[src/rtl/pipe_hazard_ctrl.sv]
// Stall/flush sequencer for the r200 5-stage pipeline: arbitrates memory wait,
// EX redirect and load-use hazards, and keeps stall/flush/timeout statistics.
module pipe_hazard_ctrl #(
  parameter int unsigned MEMWAIT_MAX = 15,
  parameter int unsigned CNT_W       = 16
) (
  input  logic             clk,
  input  logic             rst,
  input  logic             id_valid,
  input  logic [4:0]       id_rs1addr,
  input  logic [4:0]       id_rs2addr,
  input  logic             id_uses_rs1,
  input  logic             id_uses_rs2,
  input  logic             ex_valid,
  input  logic             ex_isload,
  input  logic             ex_regwr,
  input  logic [4:0]       ex_rdaddr,
  input  logic             ex_redirect,
  input  logic             dmem_req,
  input  logic             dmem_ready,
  output logic             pc_hold,
  output logic             ifid_hold,
  output logic             ifid_flush,
  output logic             idex_hold,
  output logic             idex_bubble,
  output logic             exmem_hold,
  output logic [1:0]       state,
  output logic [CNT_W-1:0] stall_cnt,
  output logic [CNT_W-1:0] flush_cnt,
  output logic             mem_timeout
);

  typedef enum logic [1:0] {
    RUN     = 2'd0,
    MEMWAIT = 2'd1,
    FLUSH   = 2'd2
  } state_t;

  localparam logic [7:0]       WAIT_MAX = 8'(MEMWAIT_MAX);
  localparam logic [CNT_W-1:0] CNT_MAX  = {CNT_W{1'b1}};

  state_t     cur_state;
  state_t     nxt_state;
  logic [7:0] wait_cnt;
  logic       mem_stall;
  logic       lu_hazard;
  logic       rs1_match;
  logic       rs2_match;
  logic       redirect_take;

  assign mem_stall = dmem_req & ~dmem_ready;
  assign rs1_match = id_uses_rs1 & (id_rs1addr == ex_rdaddr);
  assign rs2_match = id_uses_rs2 & (id_rs2addr == ex_rdaddr);
  assign lu_hazard = id_valid & ex_valid & ex_isload & ex_regwr &
                     (ex_rdaddr != 5'd0) & (rs1_match | rs2_match);
  assign state     = cur_state;

  // Hazard arbitration: memory wait beats redirect beats load-use beats FLUSH cleanup.
  always_comb begin
    pc_hold       = 1'b0;
    ifid_hold     = 1'b0;
    ifid_flush    = 1'b0;
    idex_hold     = 1'b0;
    idex_bubble   = 1'b0;
    exmem_hold    = 1'b0;
    redirect_take = 1'b0;
    nxt_state     = RUN;
    if (rst) begin
      nxt_state = RUN;
    end else if (mem_stall) begin
      pc_hold    = 1'b1;
      ifid_hold  = 1'b1;
      idex_hold  = 1'b1;
      exmem_hold = 1'b1;
      // A pending wrong-path discard must survive the freeze.
      nxt_state  = (cur_state == FLUSH) ? FLUSH : MEMWAIT;
    end else if (ex_redirect) begin
      ifid_flush    = 1'b1;
      idex_bubble   = 1'b1;
      redirect_take = 1'b1;
      nxt_state     = FLUSH;
    end else if (lu_hazard) begin
      pc_hold     = 1'b1;
      ifid_hold   = 1'b1;
      idex_bubble = 1'b1;
      nxt_state   = RUN;
    end else if (cur_state == FLUSH) begin
      // Second wrong-path fetch, due to the one-cycle fetch latency.
      ifid_flush = 1'b1;
      nxt_state  = RUN;
    end else begin
      nxt_state = RUN;
    end
  end

  // State register, saturating performance counters and memory-wait watchdog.
  always_ff @(posedge clk) begin
    if (rst) begin
      cur_state   <= RUN;
      stall_cnt   <= '0;
      flush_cnt   <= '0;
      wait_cnt    <= 8'd0;
      mem_timeout <= 1'b0;
    end else begin
      cur_state <= nxt_state;
      if (pc_hold && (stall_cnt != CNT_MAX)) begin
        stall_cnt <= stall_cnt + {{(CNT_W-1){1'b0}}, 1'b1};
      end
      if (redirect_take && (flush_cnt != CNT_MAX)) begin
        flush_cnt <= flush_cnt + {{(CNT_W-1){1'b0}}, 1'b1};
      end
      if ((cur_state == MEMWAIT) && (nxt_state != MEMWAIT)) begin
        wait_cnt <= 8'd0;
      end else if ((cur_state == MEMWAIT) && mem_stall && (wait_cnt != 8'hFF)) begin
        wait_cnt <= wait_cnt + 8'd1;
        if ((wait_cnt + 8'd1) == WAIT_MAX) begin
          mem_timeout <= 1'b1;
        end
      end
    end
  end

endmodule

[config.mk]
export PLATFORM = sky130hd
export DESIGN_NAME = pipe_hazard_ctrl
export DESIGN_NICKNAME = d
export VERILOG_FILES = /design/src/rtl/pipe_hazard_ctrl.sv
export SDC_FILE = /design/constraint.sdc
export NUM_CORES = 1
export LEC_CHECK = 0
export CAP_MARGIN = 20
export CORE_AREA = 2 2 93 95
export DETAILED_ROUTE_END_ITERATION = 6
export DIE_AREA = 0 0 95 97
export SLEW_MARGIN = 10
export SYNTH_ARGS = -nofsm -noshare
export SYNTH_HDL_FRONTEND = slang
export SYNTH_SLANG_ARGS = --single-unit
export TNS_END_PERCENT = 1
[constraint.sdc]
create_clock -name clk -period 5.57 [get_ports clk]
set_input_delay 0.8355 -clock clk [delete_from_list [all_inputs] [get_ports clk]]
set_output_delay 0.8355 -clock clk [all_outputs]
set_load 0.01 [all_outputs]
==> results of run 1 <==
==> per-layer routing <==
metal / vias up / global-route usage
met1: 1037 / 0.175
met2: 71 / 0.200
met5: - / 0
li1: 1133 / -
met3: 5 / 0.0304
met4: 0 / 0.0234
==> stage by stage <==
step	total power (W)	setup slack (ps)	cell area (um^2)	util
detailed placement	0.000388	1600	3170	0.389
global placement	0.000388	1560	3170	0.389
floorplan	0.000352	2630	2430	-
finish	0.000589	1580	3260	0.401
CTS	0.000598	1580	3260	0.401
global route	0.000616	1420	3260	0.401
==> registers in the layout (all words and copies together) (netlist names) <==
register / cells
flush_cnt: 16
mem_timeout: 1
stall_cnt: 16
state: 2
wait_cnt: 8
==> worst max path at each step <==
stage                        endpoint  slack [ps]  cells past startpoint
after CTS                   ifid_hold        1580                      7
after global placement    idex_bubble        1560                      7
after floorplan               pc_hold        2630                      6
after global routing          pc_hold        1420                      7
final                     idex_bubble        1580                      7
after detailed placement  idex_bubble        1600                      7
==> placed cells by master (no fill, tap or decap), drive strengths merged, types with 5 or more instances in the layout <==
master / instances
clkbuf: 5
nor2: 43
clkdlybuf4s50: 66
nor2b: 8
xnor2: 20
nand2: 24
nand2b: 6
o21ai: 6
dfxtp: 43
nand3: 11
mux2i: 5
a21oi: 15
inv: 7
mux2: 6
nor3: 14
xor2: 13
nand4: 13
==> cell type report <==
type / instances / area [um^2]
clock buffer: 5 / 68.8
clock inverter: 3 / 23.8
fill: 826 / 4870
inverter: 6 / 22.5
multi-input combinational: 226 / 1490
sequential: 43 / 861
tap: 105 / 131
timing repair buffer: 67 / 668
==> power groups by stage <==
stage | clock, W | sequential, W | combinational (W)
2_1_floorplan | 0 | 0.000321 | 0.0000312
3_3_place_gp | 0 | 0.000321 | 0.0000672
3_5_place_dp | 0 | 0.000321 | 0.0000674
4_1_cts | 0.000217 | 0.000314 | 0.0000679
5_1_grt | 0.000228 | 0.000314 | 0.0000735
6_report | 0.000208 | 0.000314 | 0.0000671
==> worst min-delay path, delay by kind of cell, from the launching register on <==
family | cells | cell delay [ps]
compound gates | 1 | 40
flops | 1 | 340
simple gates | 1 | 70
==> cell families (layout without fill, tap and decap cells) <==
family / after synthesis / in the layout / synth area share
xor gates and xnor gates: 33 / 33 / 0.119
AOI/OAI and AO/OA: 40 / 40 / 0.118
buffers and inverters: 16 / 81 / 0.0340
adders and majority gates: 4 / 4 / 0.0206
muxes: 11 / 11 / 0.0484
and+or+nand+nor: 138 / 138 / 0.306
DFF: 43 / 43 / 0.354
==> impl_summary.log, run 1 <==
INFO  metric status = finished clean
INFO  metric met2RoutedLength = 2610 um
INFO  metric pin_count_of_the_biggest_net_entering_global_routing = 26
INFO  metric sw_frac_of_total = 0.259
INFO  metric postSynth.asyncResetShare = 0
INFO  metric placement.io_buffers = 66
INFO  metric worst_r2r_endpoint = stall_cnt[13]
INFO  metric power_density_normalized_to_cell_area = 181 mW/mm^2
INFO  metric synthesis.area = 0.00243 mm^2
INFO  metric whs_endpoint = mem_timeout
INFO  metric finalHoldViolations = 0
INFO  metric globalRouteOverflowTotal = 0
INFO  metric crit_required = between 4000 and 5000 ps
INFO  metric crit_path_top_delay_cell = sky130_fd_sc_hd__clkdlybuf4s50_1
INFO  metric hold_path_depth = 2
INFO  metric synth_common_cells = 43 x sky130_fd_sc_hd__dfxtp_1, 43 x sky130_fd_sc_hd__nor2_1, 24 x sky130_fd_sc_hd__nand2_1, 20 x sky130_fd_sc_hd__xnor2_1, 15 x sky130_fd_sc_hd__a21oi_1
INFO  metric postRouteWirelength = 5870 um
INFO  metric grt_setup_unrepaired = no
INFO  metric layout-area-overhead-vs-synth = 34.3%
INFO  metric cts-resized-gates = 0
INFO  metric worstSetupStartpoint = ex_rdaddr[1]
INFO  metric hold_slack = approximately 480 ps
INFO  metric ys_seq_area_frac = 0.354
INFO  metric crit_family = buffers and inverters
INFO  metric final_net_count = 379
INFO  metric critical_path_cell_by_cell = clkdlybuf4s50_1 > xnor2_1 > nand4_1 > o22ai_1 > nand2_1 > a211oi_1 > clkdlybuf4s50_1
INFO  metric min_period = 3990 ps
INFO  metric clock_skew = between 6 and 7 ps
INFO  metric postSynthRegisterBits = 43
INFO  metric postSynthCellCount = 285
INFO  metric max_slew_margin = 0.372
INFO  metric worst_path_class_setup = primary input to primary output
INFO  metric dieWidth = 95 um
INFO  metric synth_ff_type = sky130_fd_sc_hd__dfxtp_1
INFO  metric syn_nets = 315
INFO  metric internal_power = 0.000436 W
INFO  metric die-area = 0.00922 mm^2
INFO  metric root_buf_cell = sky130_fd_sc_hd__clkbuf_8
INFO  metric number_of_clock_sinks = 43
INFO  metric core_region_area = 0.00813 mm^2
INFO  metric timing.critical_path.from_type = primary input
INFO  metric yosys_warnings = 0
INFO  metric drive_gt1_frac = 0.0629
INFO  metric top_layer = met4
INFO  metric insertedDiodeCount = 0
INFO  metric r2r_setup_slack = 3380 ps
INFO  metric critical_path_peak_fanout = 4
INFO  metric clock.fmax = 251 MHz
INFO  metric place_inst = 447
INFO  metric grt_pass1_vias = 2,058
INFO  metric gp_congestion = ~0.75
INFO  metric grt_pass1_wl = about 9500 um
INFO  metric track_usage = 0.126
INFO  metric maxCapViolations = 0
INFO  metric timing_worst_slew_pin_value = 940 ps
INFO  metric dieHeight = 97 um
INFO  metric worstSetupEndpointType = primary output
INFO  metric min-delay-start = mem_timeout
INFO  metric syn-mean-instance-area = 8.52 um^2
INFO  metric report.final.slew_viol_count = 0
INFO  metric setup_total_negative_slack = 0 ps
INFO  metric vias = between 2,000 and 2,500
INFO  metric tritoncts.num_buffers = 5
INFO  metric place_hpwl = 4390 um
INFO  metric post-cts-setup-buffers = 0
INFO  metric ff2ff_path_depth = 6
INFO  metric tritoncts = yes
INFO  metric met3RoutedLength = 385 um
INFO  metric synth_edf_count = 0
INFO  metric clock_insertion_delay_at_the_later_pin_of_the_skew_report = 290 ps
INFO  metric number_of_buffers_on_the_longest_clock_path = 2
INFO  metric ir_worst_vdd = 0.0000828 V
INFO  metric layout_worst_path_cycle_share = 0.716
INFO  metric synth_cell_types = 52
INFO  metric postCtsHoldBufs = 0
INFO  metric power_switching = 0.000152 W
INFO  metric clk_pin_slew = 90 ps
INFO  metric remaining_drc_errors = 0
INFO  metric pre_repair_dr_iteration_count = 5
INFO  metric cellLeakagePower = 1.06 nW
INFO  metric layoutNonFillerInstCount = roughly 460
INFO  metric wl_per_cell = 12.9 um
INFO  metric power_frac_comb = 0.114
INFO  metric worst_ep_arrival_time = 3150 ps
INFO  metric design.portCount = 67
INFO  metric antenna_found_initial = 0
INFO  metric ys_top_cells_by_area = sky130_fd_sc_hd__dfxtp_1 35%, sky130_fd_sc_hd__xnor2_1 7.2%, sky130_fd_sc_hd__nor2_1 6.6%
INFO  metric crit_path_frequent_cell = sky130_fd_sc_hd__clkdlybuf4s50_1
INFO  metric htree_num_levels = 2
INFO  metric drt.antenna.violating_nets = 0
INFO  metric synth_top_area_share = 0.354
INFO  metric initial_utilization = 0.299
INFO  metric seq_pwr_share = 0.533
INFO  metric max_stage_delay = 610 ps
INFO  metric post_drt_via_cell_ratio = 4.94
INFO  metric detail_route.wirelength.met1 = 2840 um
INFO  metric initialDrtViolationCount = 86
INFO  metric rows = 33
INFO  metric min-delay-path-class = flip-flop to flip-flop
INFO  metric crit-reg2reg-launch = stall_cnt[2]
INFO  metric clkPwrFrac = 0.353
INFO  metric cell_type_with_the_highest_aggregate_area_in_the_netlist = sky130_fd_sc_hd__dfxtp_1
INFO  metric final-setup-viol-count = 0
INFO  metric worstPathBufferInverterCount = 2
(Power assumes the default switching activity.)
==> run 2: changes to the inputs <==
clock period = 3.83 ns   (was 5.57 ns; I/O delays follow)
==> run 2 against run 1 <==
  * Via count is 0.18% higher
  * Highest routed layer unchanged
  * Core utilization is 0.092 points higher
  * Non-clock buffer count is 2 higher
  * Global-route usage is 0.54 points higher
  * Die area stayed put
  * Combinational power is 48% higher
  * Setup slack worse by 1300 ps
  * Clock skew is 6.8 ps higher
  * Count of clock-buffer cells in the layout is 1 higher
==> impl_summary.log, run 2 (synthesized netlist as in run 1, its figures left out) <==
INFO  metric power_density_normalized_to_cell_area = 258 mW/mm^2
INFO  metric place_hpwl = approximately 4400 um
INFO  metric leading_cell_type_in_the_layout_fill_and_taps_excluded = sky130_fd_sc_hd__clkdlybuf4s50_1
INFO  metric grt_pass1_vias = between 2,000 and 2,500
INFO  metric pre_repair_dr_iteration_count = 4
INFO  metric initialDrtViolationCount = approximately 120
INFO  metric cts-resized-gates = 0
INFO  metric design.portCount = 67
INFO  metric largestRegisters = flush_cnt (16), stall_cnt (16), wait_cnt (8)
INFO  metric clock_skew = between 10 and 15 ps
INFO  metric final_net_count = 381
INFO  metric placement.io_buffers = between 60 and 70
INFO  metric worst_ep_arrival_time = between 2000 and 3000 ps
INFO  metric cellLeakagePower = 1.07 nW
INFO  metric die-area = 0.00922 mm^2
INFO  metric tritoncts.num_buffers = 5
INFO  metric clock.fmax = 282 MHz
INFO  metric critical_path_peak_fanout = 4
INFO  metric maxCapViolations = 0
INFO  metric postLayoutCellArea = roughly 0.0033 mm^2
INFO  metric postCtsHoldBufs = 0
INFO  metric rows = 33
INFO  metric max_slew_margin = 0.530
INFO  metric final-setup-viol-count = 0
INFO  metric layout-area-overhead-vs-synth = 34.6%
INFO  metric wl_per_cell = 13.0 um
INFO  metric clock_insertion_delay_at_the_later_pin_of_the_skew_report = roughly 300 ps
INFO  metric finalHoldViolations = 0
INFO  metric root_buf_cell = sky130_fd_sc_hd__clkbuf_8
INFO  metric post-place-ws = approximately 300 ps
INFO  metric drt.antenna.violating_nets = 0
INFO  metric track_usage = 0.132
INFO  metric postRouteWirelength = just under 6000 um
INFO  metric ir_worst_vdd = 0.000114 V
INFO  metric timing.critical_path.from_type = primary input
INFO  metric crit_required = 3260 ps
INFO  metric globalRouteOverflowTotal = 0
INFO  metric htree_num_levels = 2
INFO  metric min-delay-path-class = flip-flop to flip-flop
INFO  metric r2r_setup_slack = 1650 ps
INFO  metric number_of_clock_sinks = 43
INFO  metric clk_pin_slew = 80 ps
INFO  metric min_period = 3540 ps
INFO  metric dieHeight = roughly 97 um
INFO  metric worst_path_class_setup = primary input to primary output
INFO  metric layout_worst_path_cycle_share = 0.925
INFO  metric grt_pass1_wl = 9830 um
INFO  metric core_region_area = 0.00813 mm^2
INFO  metric remaining_drc_errors = 0
INFO  metric drive_gt1_frac = 0.0653
INFO  metric tritoncts = yes
INFO  metric vias = 2,250
INFO  metric timing_worst_slew_pin_value = roughly 700 ps
INFO  metric gp_congestion = 0.752
INFO  metric dieWidth = 95 um
INFO  metric pin_count_of_the_biggest_net_entering_global_routing = 25
INFO  metric insertedDiodeCount = 0
INFO  metric commonest_non_fill_non_tap_cells_in_the_layout = 66 x sky130_fd_sc_hd__clkdlybuf4s50_1, 43 x sky130_fd_sc_hd__nor2_1, 43 x sky130_fd_sc_hd__dfxtp_1
INFO  metric status = finished clean
INFO  metric layout_setup_ws = 287 ps
INFO  metric antenna_found_initial = 0
INFO  metric worstSetupEndpointType = primary output
INFO  metric number_of_buffers_on_the_longest_clock_path = 2
INFO  metric totalPowerFinal = between 0.0008 and 0.0009 W
INFO  metric report.final.slew_viol_count = 0
INFO  metric setup_total_negative_slack = 0 ps
INFO  metric placedInstanceArea = 0.00318 mm^2
INFO  metric post-cts-setup-buffers = 0
INFO  metric initial_utilization = 0.299
INFO  metric post_drt_via_cell_ratio = approximately 4.9
INFO  metric grt_setup_unrepaired = no
[run 2: cell types whose count changed in the layout (fill, tap and decap cells not counted), sizes merged]
cell and change:
clkinvlp -1, clkinv +1, buf +2, inv -1, clkbuf +1
[run 2: worst paths after layout]
path / start / to / cells after the start
max: ex_rdaddr[3] / idex_bubble / 7
min: mem_timeout / mem_timeout / 2
max reg2reg: stall_cnt[2] / stall_cnt[13] / 6
min reg2reg: mem_timeout / mem_timeout / 2
[run 2: worst max-delay path, cell delays in order]
cell,delay (ps)
sky130_fd_sc_hd__clkdlybuf4s50_1,550
sky130_fd_sc_hd__xnor2_1,150
sky130_fd_sc_hd__nand4_1,100
sky130_fd_sc_hd__o22ai_1,420
sky130_fd_sc_hd__nand2_1,160
sky130_fd_sc_hd__a211oi_1,400
sky130_fd_sc_hd__clkdlybuf4s50_1,610
[run 2: per-stage QoR]
step	util	cells	hold WS (ps)
floorplan	-	285	486
global placement	0.391	449	460
detailed placement	0.391	449	473
CTS	0.402	457	497
global route	0.402	457	518
finish	0.402	457	482
[run 2: cell type report]
type,count,area (um^2)
Inverter,6,22.5
Clock buffer,6,72.6
Fill cell,833,4870
Sequential cell,43,861
Clock inverter,2,12.5
Multi-Input combinational cell,226,1490
Timing Repair Buffer,69,683
Tap cell,105,131
[run 2: power by group]
part	leakage [nW]	internal (W)	switching [W]
registers	0.347	0.000451	0.00000529
logic	0.682	0.0000547	0.0000445
clock network	0.0412	0.000128	0.000159
[run 2: per-layer routing]
| layer | vias to the layer above | global-route usage | share of wire |
|---|---|---|---|
| met5 | - | 0 | 0 |
| met4 | 0 | 0.0301 | 0.0071 |
| met3 | 5 | 0.0319 | 0.059 |
| met2 | 53 | 0.209 | 0.45 |
| met1 | 1054 | 0.179 | 0.48 |
| li1 | 1138 | - | - |
==> run 3: changes to the inputs <==
SKIP_CTS_REPAIR_TIMING = 1   (was default)
==> results of run 3 <==
Final layout, timing and power as in run 2 (identical DEF).
